<file path="src/rtl/rv32im_dmem_if.sv">
// Data-memory bus interface: captures an LSU request, runs req/gnt + rvalid to memory, stalls the core until done.
// Optional abort on a bus timeout when DMEM_TIMEOUT_EN is defined.
module rv32im_dmem_if #(
  parameter int unsigned ADDR_W         = 32,
  parameter int unsigned DATA_W         = 32,
  parameter int unsigned TIMEOUT_CYCLES = 255,
  parameter int unsigned CNT_W          = 8
) (
  input  logic              clk_i,
  input  logic              rst_ni,
  input  logic              req_en_i,
  input  logic [ADDR_W-1:0] req_addr_i,
  input  logic [DATA_W-1:0] req_wdata_i,
  input  logic [3:0]        req_wmask_i,
  output logic [DATA_W-1:0] req_rdata_o,
  output logic              stall_o,
  output logic              done_o,
  output logic              err_o,
  output logic              dmem_req_o,
  output logic              dmem_we_o,
  output logic [ADDR_W-1:0] dmem_addr_o,
  output logic [3:0]        dmem_be_o,
  output logic [DATA_W-1:0] dmem_wdata_o,
  input  logic              dmem_gnt_i,
  input  logic              dmem_rvalid_i,
  input  logic [DATA_W-1:0] dmem_rdata_i
);

  typedef enum logic [2:0] {
    S_IDLE = 3'd0,
    S_REQ  = 3'd1,
    S_RESP = 3'd2,
    S_DONE = 3'd3,
    S_ERR  = 3'd4
  } state_e;

  state_e state_q, state_d;

  logic [ADDR_W-1:0] addr_q;
  logic              we_q;
  logic [3:0]        be_q;
  logic [DATA_W-1:0] wdata_q;
  logic [DATA_W-1:0] rdata_q;

  logic capture_c;
  logic complete_c;
  logic busy_c;
  logic timeout_c;

  // Byte offset is dropped: the bus is word-addressed with byte enables.
  logic unused_addr_lsb;
  assign unused_addr_lsb = ^req_addr_i[1:0];

  assign capture_c  = (state_q == S_IDLE) && req_en_i;
  assign complete_c = (state_q == S_RESP) && dmem_rvalid_i;
  assign busy_c     = (state_q == S_REQ) || (state_q == S_RESP);

  // The counter must be able to reach TIMEOUT_CYCLES.
  if (64'(TIMEOUT_CYCLES) >= (64'(1) << CNT_W)) begin : g_bad_cnt_w
    $error("rv32im_dmem_if: CNT_W too small for TIMEOUT_CYCLES");
  end

`ifdef DMEM_TIMEOUT_EN
  logic [CNT_W-1:0] cnt_q;
  logic [CNT_W-1:0] cnt_inc;

  // cnt_inc is the number of REQ+RESP cycles including the current one.
  assign cnt_inc   = cnt_q + CNT_W'(1);
  assign timeout_c = busy_c && (cnt_inc == CNT_W'(TIMEOUT_CYCLES));

  always_ff @(posedge clk_i or negedge rst_ni) begin
    if (!rst_ni) begin
      cnt_q <= '0;
    end else if (capture_c) begin
      cnt_q <= '0;
    end else if (busy_c) begin
      cnt_q <= cnt_inc;
    end
  end
`else
  assign timeout_c = 1'b0;
`endif

  // State register
  always_ff @(posedge clk_i or negedge rst_ni) begin
    if (!rst_ni) begin
      state_q <= S_IDLE;
    end else begin
      state_q <= state_d;
    end
  end

  // Next state and state-decoded outputs; bus handshakes win over a coincident timeout
  always_comb begin
    state_d      = state_q;
    stall_o      = 1'b0;
    done_o       = 1'b0;
    err_o        = 1'b0;
    dmem_req_o   = 1'b0;
    dmem_we_o    = we_q;
    dmem_addr_o  = addr_q;
    dmem_be_o    = be_q;
    dmem_wdata_o = wdata_q;
    req_rdata_o  = rdata_q;
    case (state_q)
      S_IDLE: begin
        stall_o = req_en_i && rst_ni;
        if (req_en_i) begin
          state_d = S_REQ;
        end
      end
      S_REQ: begin
        stall_o    = 1'b1;
        dmem_req_o = 1'b1;
        if (dmem_gnt_i) begin
          state_d = S_RESP;
        end else if (timeout_c) begin
          state_d = S_ERR;
        end
      end
      S_RESP: begin
        stall_o = 1'b1;
        if (dmem_rvalid_i) begin
          state_d = S_DONE;
        end else if (timeout_c) begin
          state_d = S_ERR;
        end
      end
      S_DONE: begin
        done_o  = 1'b1;
        state_d = S_IDLE;
      end
      S_ERR: begin
`ifdef DMEM_TIMEOUT_EN
        err_o = 1'b1;
`endif
        state_d = S_IDLE;
      end
      default: begin
        state_d = S_IDLE;
      end
    endcase
  end

  // Request capture; fields stay stable for the whole access
  always_ff @(posedge clk_i or negedge rst_ni) begin
    if (!rst_ni) begin
      addr_q  <= '0;
      we_q    <= 1'b0;
      be_q    <= 4'b0000;
      wdata_q <= '0;
    end else if (capture_c) begin
      addr_q  <= {req_addr_i[ADDR_W-1:2], 2'b00};
      we_q    <= |req_wmask_i;
      be_q    <= (|req_wmask_i) ? req_wmask_i : 4'b1111;
      wdata_q <= req_wdata_i;
    end
  end

  // Read data: loaded on completion (zero for stores), cleared on abort, held otherwise
  always_ff @(posedge clk_i or negedge rst_ni) begin
    if (!rst_ni) begin
      rdata_q <= '0;
    end else if (complete_c) begin
      rdata_q <= we_q ? '0 : dmem_rdata_i;
    end else if (timeout_c && (state_d == S_ERR)) begin
      rdata_q <= '0;
    end
  end

endmodule
</file>
<file path="config.mk">
export PLATFORM = sky130hd
export DESIGN_NAME = rv32im_dmem_if
export DESIGN_NICKNAME = d
export VERILOG_FILES = /design/src/rtl/rv32im_dmem_if.sv
export SDC_FILE = /design/constraint.sdc
export NUM_CORES = 1
export LEC_CHECK = 0
export CAP_MARGIN = 20
export CORE_MARGIN = 4
export CORE_UTILIZATION = 40
export CTS_CLUSTER_DIAMETER = 50
export DETAILED_ROUTE_END_ITERATION = 10
export PLACE_DENSITY = 0.9
export SLEW_MARGIN = 40
export SYNTH_ARGS = -nofsm -noshare
export SYNTH_HDL_FRONTEND = slang
export SYNTH_SLANG_ARGS = --single-unit
</file>
<file path="constraint.sdc">
create_clock -name clk_i -period 1.9 [get_ports clk_i]
set_clock_uncertainty 0.1 [all_clocks]
set_input_delay 0.38 -clock clk_i [delete_from_list [all_inputs] [get_ports clk_i]]
set_output_delay 0.38 -clock clk_i [all_outputs]
set_load 0.005 [all_outputs]
</file>
Word-level counts from Yosys, hierarchy flattened:

Index checks and enable logic that the tools add are counted.

* muxes and demuxes: 9
* shift-type cells: 0
* bitwise gates (word level): 0
* reductions and logical operators: 7
* add/sub/neg operators: 0
* magnitude comparators: 0
* $mul: 0
* eq/ne operators: 6
* divide/modulo/power cells: 0

Operators with widths (count)
* $mux W32: 1
* $mux W3: 3
* $pmux W3 S3: 1
* $eq A3 B2 Y1 const B: 2
* $ne A2 B2 Y1 const B: 3
* $mux W4: 1
* $reduce_or A4 Y1: 1
* $eq A3 B1 Y1 const B: 1
* $logic_and A1 B1 Y1: 3
* $logic_not A3 Y1: 1
* $reduce_and A3 Y1: 1
* $mux W1: 2
* $pmux W1 S2: 1
* $reduce_or A2 Y1: 1

* word-level logic and storage cells: 28
* memories: 0
* input bits: 105
* register bits after elaboration: 102
* output and inout bits: 105
* latch bits: 0
* RAM bits: 0
* ROM bits: 0

Logic depth before layout (Yosys ltp):

Gate-level depths: netlist (run 1).

* depth in word-level cells: 3
* mapped depth: 6

Worst setup path after synthesis (run 1):

Ideal clock, no wire load.

* kind: register -> register
* from: reg state_q[0]
* to: reg state_q[1]
* period minus slack after synthesis: 1677 ps
* stages on the path, launching flop included: 5
* arrival: 1449 ps
* path slack: 223 ps
* cells stage by stage: dfrtp_1 -> inv_1 -> ha_1 -> a222oi_1 -> mux2_1

* word-level cells in the longest chain between the ends: 3
* elaborated cells between the ends (all ways): 8

Ends and longest elaborated chain
* start: declaration: RTL line 37 `state_e state_q, state_d;`
* start signal: assignment: RTL line 89 `state_q <= state_d;`
* $eq A3 B2 Y1 (tied with other cells): RTL line 105 `case (state_q)`
* $ne A2 B2 Y1 (no source line)
* $reduce_and A3 Y1 (no source line)

Several ways; a longest one is shown, not always the timed one.
A chain may end at the register's enable or synchronous reset.

Worst setup path in the final report (run 1):

* from: reg state_q[1]
* to: out stall_o

* word-level cells in the longest chain between the ends: 3
* elaborated cells between the ends (all ways): 5

Ends and longest elaborated chain
* $eq A3 B2 Y1 / $eq A3 B1 Y1 (equally long branches): RTL line 105
* $reduce_or A2 Y1 (no source line)
* $pmux W1 S2 (*): RTL line 105
* end: declaration: RTL line 16 `output logic stall_o,`

Every way passes the cells marked *; elsewhere a longest branch is shown, timed or not.

==> flow_metrics.tcl, run 1 <==
set metrics [dict create \
    status "complete, but fails checks" \
    violations "hold timing" \
    drt_wl_total_um 10690 \
    synthAdderAreaFrac_pct 1.557 \
    track_usage_pct 18.56 \
    hold_viol_final 20 \
    drv_cap 0 \
    critPathRequiredTime_ns 1.42 \
    p_leak_uw 0.002784 \
    met3_usage_pct 5.134 \
    grt_use_met2_pct 32.95 \
    dp_hpwl_um 8173 \
    remaining_drc_errors 0 \
    vdd_ir_drop_max_v 0.0006624 \
    drt_first_pass_iters 4 \
    crit_path_end_kind "output port" \
    post_synth_num_cell_types 18 \
    fin_hold_ws_ns -0.04263 \
    dieWidth_um 108.2 \
    post-route-util_pct 66.53 \
    dieArea_sq_um 11710 \
    muxShareOfSynthArea_pct 17.90 \
    io_buffer_count 204 \
    grt-busiest-layer "met2" \
    die_h_um 108.2 \
    h-tree-depth 3 \
    grt_max_degree 102 \
    power_density_nw_per_um2 1533 \
    layout-drive-gt1-share_pct 17.92 \
    antenna_cells 0 \
    finalCritPeriodShare_pct 97.92 \
    rows 36 \
    ys_seq_area_share_pct 62.89 \
    ys_ff_latch 101 \
    synth.cell_area_sq_um 4019 \
    syn_to_final_growth_pct 61.80 \
    synthSimpleGateAreaFrac_pct 9.838 \
    gp_congestion 0.7166 \
    clock.fmax_mhz 537.5 \
    tightest_slew_ns 0.5626 \
    cts_root_buffer "clkbuf_8" \
    synth_top_cell_by_area "dfrtp_1" \
    met1_usage_pct 20.68 \
    synthCells 316 \
    cts_buffer_depth 2 \
    synth_top_family_by_area "multiplexers" \
    final_area_sq_um 6502 \
    placed_area_sq_um 6265 \
    arrival_ns 1.38 \
    postRouteAntennaNets 0 \
    synth-compound-area-share_pct 5.012 \
    finalCriticalPeriod_ns 1.861 \
    wire_per_inst_um 16.12 \
    final_nets 636 \
    hold_class "input port to async pin" \
    cts.clk_slew.worst_paths_ns 0.08 \
    grt_pass1_vias 3350 \
    slew-limit-headroom_pct 62.50 \
    vias 3102 \
    grt-ovfl-total 0 \
    core_sq_um 9774 \
    slew_violations 0 \
    synth_area_per_cell_sq_um 12.72 \
    startpoint_type "flip-flop" \
    synth_xor_xnor_area_share_pct 0 \
    setup.worst_path.class "flip-flop to output port" \
    ios 210 \
    start_util_pct 41.12 \
    antenna_found_initial 0 \
    cts_inserted_buffers 9 \
    cp_max_fo 2 \
    synth_area_leaders "dfrtp_1, mux2_2, nand2b_1" \
    drt_iter0_markers 125 \
    cts_tree "built" \
    synth_top_cell_area_share_pct 62.89 \
    rsz0062_at_grt "true" \
    yosys_warnings 0 \
    viasPerCell 4.679 \
    grt_pass1_wl_um 16750 \
    finalSetupViolations 0 \
    cts_num_sinks 101 \
    clk_latency_ns 0.35 \
]
cell families after synthesis:
kind of cell             after synthesis
flip-flops                           101
AND/OR/NAND/NOR                       82
multiplexers                          64
AO/OA/AOI/OAI                         39
buffers and inverters                 24
adder cells (fa/ha/maj)                5
other                                  1
what timing repair did:
item	CTS	global route
gates cloned	0	0
endpoints found under the setup margin	3	3
hold buffers	0	0
setup buffers	0	1
pin swaps	0	2
resized for setup	10	2
endpoints found under the hold margin	0	0
power breakdown:
part	leakage [uW]	switching, uW	internal [uW]
sequential	0.00123	546	3210
clock	0.000116	683	864
combinational	0.00143	1600	3070
sequential cells by signal (all words and copies together), names as in the netlist:
| register | count |
|---|---|
| dmem_wdata_o | 32 |
| req_rdata_o | 32 |
| dmem_addr_o | 30 |
| dmem_be_o | 4 |
| state_q | 2 |
| dmem_we_o | 1 |
area by class of cell:
| type | count | area [sq um] |
|---|---|---|
| Clock buffer | 10 | 127.6 |
| Clock inverter | 5 | 100.1 |
| Fill cell | 739 | 3272 |
| Inverter | 5 | 18.77 |
| Multi-Input combinational cell | 193 | 1405 |
| Sequential cell | 101 | 2527 |
| Tap cell | 133 | 166.4 |
| Timing Repair Buffer | 216 | 2157 |
worst max-delay path: stages, from the launching register on:
cell and delay (ns):
dfrtp_1 0.40, inv_2 0.09, ha_4 0.20, a31oi_1 0.15, nor2_1 0.06, buf_2 0.13
through the flow:
stage	std cells	worst slack [ns]	setup TNS [ns]	total power [uW]
after global placement	647	-0.1447	-0.4331	8269
final	663	0.03943	0	9969
after floorplan	318	0.2234	0	5470
after detailed placement	647	-0.1560	-1.985	8529
after CTS	662	-0.007070	-0.007070	10120
after global routing	663	-0.05628	-0.05628	10650
synthesized netlist by cell type, drive strengths merged:
cell type  instances
clkbuf            10
conb               1
nor4               1
nand2             39
inv                5
mux2              63
nand2b            32
mux2i              1
o21ai             37
nor2               6
a222oi             1
ha                 5
a31oi              1
nor3               4
dfrtp            101
buf                9
layer usage:
metal	wire, um	vias to the layer above
met5	0	-
met4	237	0
met3	900	17
met2	5589	133
met1	3963	1485
li1	-	1467
placed cells by master (no fill, tap or decap), types with 6 or more instances in the layout:
| master | instances |
|---|---|
| o21ai_0 | 37 |
| nand2b_1 | 32 |
| mux2_2 | 62 |
| buf_4 | 10 |
| dfrtp_1 | 101 |
| nand2_1 | 38 |
| nor2_1 | 6 |
| clkbuf_8 | 9 |
| clkdlybuf4s50_1 | 200 |
path summary, 6_finish.rpt:
check	start	endpoint	slack [ns]	cells past startpoint
max	state_q[1]	stall_o	0.04	5
min	rst_ni	req_rdata_o[10]	-0.04	2
max reg2reg	state_q[0]	state_q[1]	0.17	5
min reg2reg	req_rdata_o[29]	req_rdata_o[29]	0.38	2
max in group asynchronous	rst_ni	state_q[1]	1.28	2
min in group clk_i	req_rdata_o[29]	req_rdata_o[29]	0.38	2
(Power assumes the default switching activity.)
==> run 2, diff against run 1 <==
--- a/config.mk
+++ b/config.mk
@@ -5,10 +5,11 @@
 export SDC_FILE = /design/constraint.sdc
 export NUM_CORES = 1
 export LEC_CHECK = 0
-export CAP_MARGIN = 20
+export CAP_MARGIN = 0
 export CORE_MARGIN = 4
 export CORE_UTILIZATION = 40
 export CTS_CLUSTER_DIAMETER = 50
+export CTS_CLUSTER_SIZE = 10
 export DETAILED_ROUTE_END_ITERATION = 10
 export PLACE_DENSITY = 0.9
 export SLEW_MARGIN = 40
==> results of run 2 <==
Same layout as run 1: the final DEF is identical, and so are final timing and power.
==> run 3, diff against run 2 <==
--- a/config.mk
+++ b/config.mk
@@ -6,12 +6,13 @@
 export NUM_CORES = 1
 export LEC_CHECK = 0
 export CAP_MARGIN = 0
+export CORE_ASPECT_RATIO = 0.7
 export CORE_MARGIN = 4
 export CORE_UTILIZATION = 40
 export CTS_CLUSTER_DIAMETER = 50
 export CTS_CLUSTER_SIZE = 10
 export DETAILED_ROUTE_END_ITERATION = 10
-export PLACE_DENSITY = 0.9
+export PLACE_DENSITY = 0.81
 export SLEW_MARGIN = 40
 export SYNTH_ARGS = -nofsm -noshare
 export SYNTH_HDL_FRONTEND = slang
==> run 3 against run 2 <==
  * The flow now finishes without violations
  * Largest power group unchanged
  * Core utilization is 1.4 points higher
  * Setup slack got worse by 0.0035 ns
  * Critical endpoint is now state_q[1]
  * Die area grew 0.22%
  * Flip-flop and latch count did not move
  * Critical path depth unchanged
  * First-iteration DRC count fell by 23%
  * Non-clock buffer count unchanged
  * Wire length decreased by 0.48%
  * Cell count fell by 0.60%
  * Combinational power grew 2%
  * Count of clock-buffer cells in the layout unchanged
  * Largest cell class unchanged
  * Worst hold slack improved by 0.15 ns
==> flow_metrics.tcl, run 3 (same netlist as run 1, synthesis figures left out) <==
set metrics [dict create \
    dieWidth_um 127.8 \
    grt_pass1_wl_um 16590 \
    tightest_slew_ns 0.5261 \
    cts_tree "built" \
    dp_hpwl_um 7873 \
    power_density_nw_per_um2 1583 \
    cts_buffer_depth 2 \
    drt_iter0_markers 96 \
    dieArea_sq_um 11740 \
    drt_wl_total_um 10640 \
    finalCritPeriodShare_pct 98.11 \
    fill_cells 731 \
    postRouteAntennaNets 0 \
    final_cell_mix "clkdlybuf4s50_1, dfrtp_1, mux2_2, nand2_1, o21ai_0" \
    vias 3101 \
    gp_congestion 0.7612 \
    post-route-util_pct 67.97 \
    status "complete, no violations" \
    multiInputGateArea_sq_um 1423 \
    critPathRequiredTime_ns 2.02 \
    final_common_cell "clkdlybuf4s50_1" \
    vdd_ir_drop_max_v 0.0009697 \
    slew_violations 0 \
    layout-drive-gt1-share_pct 18.46 \
    register_area_sq_um 2527 \
    crit_path_end_kind "flip-flop" \
    slew-limit-headroom_pct 64.93 \
    syn_to_final_growth_pct 65.07 \
    startpoint_type "flip-flop" \
    hold_buffers 0 \
    finalSetupViolations 0 \
    cp_max_fo 3 \
    antenna_found_initial 0 \
    cts.clk_slew.worst_paths_ns 0.07 \
    setup.worst_path.class "flip-flop to flip-flop" \
    cts_inserted_buffers 9 \
    worstReg2RegEnd "state_q[1]" \
    fin_hold_ws_ns 0.1024 \
    remaining_drc_errors 0 \
    grt_max_degree 102 \
    rows 30 \
    drt_first_pass_iters 4 \
    start_util_pct 41.18 \
    finalCriticalPeriod_ns 1.864 \
    arrival_ns 1.98 \
    cts_num_sinks 101 \
    io_buffer_count 204 \
    hold_viol_final 0 \
    grt-ovfl-total 0 \
    r2r_start "state_q[0]" \
    grt_pass1_vias 3184 \
    die_h_um 91.87 \
    r2r_setup_slack_ns 0.04 \
    clk_latency_ns 0.33 \
    antenna_cells 0 \
    cts_root_buffer "clkbuf_16" \
    r2r_cells 5 \
    p_leak_uw 0.002838 \
    h-tree-depth 3 \
    track_usage_pct 17.92 \
    final_nets 636 \
    wire_per_inst_um 16.14 \
    core_sq_um 9759 \
    drv_cap 0 \
    ios 210 \
    clock.fmax_mhz 536.5 \
    viasPerCell 4.706 \
    hold_class "input port to async pin" \
]
## run 3: cell count changes in the layout (fill, tap and decap cells not counted), sizes merged
| cell | delta |
|---|---|
| buf | -1 |
| bufinv | -1 |
| clkdlybuf4s15 | -1 |
| clkinv | -1 |
| clkinvlp | +1 |
| dlygate4sd2 | +2 |
| inv | +2 |
## run 3: worst max path at each step
| stage | slack (ns) | end | depth (start not counted) | start |
|---|---|---|---|---|
| after floorplan | 0.22 | state_q[1] | 4 | state_q[0] |
| after global placement | -0.13 | stall_o | 4 | req_en_i |
| after detailed placement | -0.14 | stall_o | 4 | req_en_i |
| after CTS | -0.04 | stall_o | 5 | state_q[1] |
| after global routing | -0.04 | state_q[1] | 5 | state_q[0] |
| final | 0.04 | state_q[1] | 5 | state_q[0] |
## run 3: worst max-delay path: stages (launching register included)
cell and delay [ns]:
dfrtp_1 0.38, inv_2 0.07, buf_4 0.14, ha_1 0.23
a222oi_1 0.45, mux2_1 0.38
## run 3: where the power goes
part / leakage, uW / internal, uW / switching, uW / total [uW]
registers: 0.00123 / 3220 / 531 / 3750
logic: 0.00144 / 3130 / 1630 / 4750
clock network: 0.000160 / 1200 / 797 / 2000
## run 3: final cells by class
class | count | share of cell area, %
flip-flops and latches | 101 | 38.10
multi-input cells | 193 | 21.44
repair buffers | 216 | 32.74
inverters | 5 | 0.2829
well taps | 128 | 2.414
clock buffers | 10 | 3.602
clock inverters | 6 | 1.415
## run 3: timing repair
| action | CTS | global route |
|---|---|---|
| pin swaps | 1 | 0 |
| buffers inserted | 0 | 2 |
| setup endpoints to repair | 3 | 2 |
| resized for setup | 9 | 2 |
## run 3: through the flow
step / TNS, ns / cell area [sq um] / total power (uW) / instances / worst slack [ns]
2_1_floorplan: 0 / 4026 / 5470 / 318 / 0.2234
3_3_place_gp: -0.2428 / 6264 / 8315 / 641 / -0.1312
3_5_place_dp: -0.5484 / 6264 / 8507 / 641 / -0.1387
4_1_cts: -0.03850 / 6621 / 10620 / 657 / -0.03850
5_1_grt: -0.04431 / 6634 / 11190 / 659 / -0.03883
6_report: 0 / 6634 / 10500 / 659 / 0.03597
## run 3: metal layers
metal	global-route usage (%)	up-vias	routed length (um)	part of all wire, %
met1	21.91	1475	4329	41
met2	29.44	132	5137	48
met5	0	-	0	0
met3	7.567	16	1022	9.6
met4	4.417	0	149	1.4
li1	-	1478	-	-
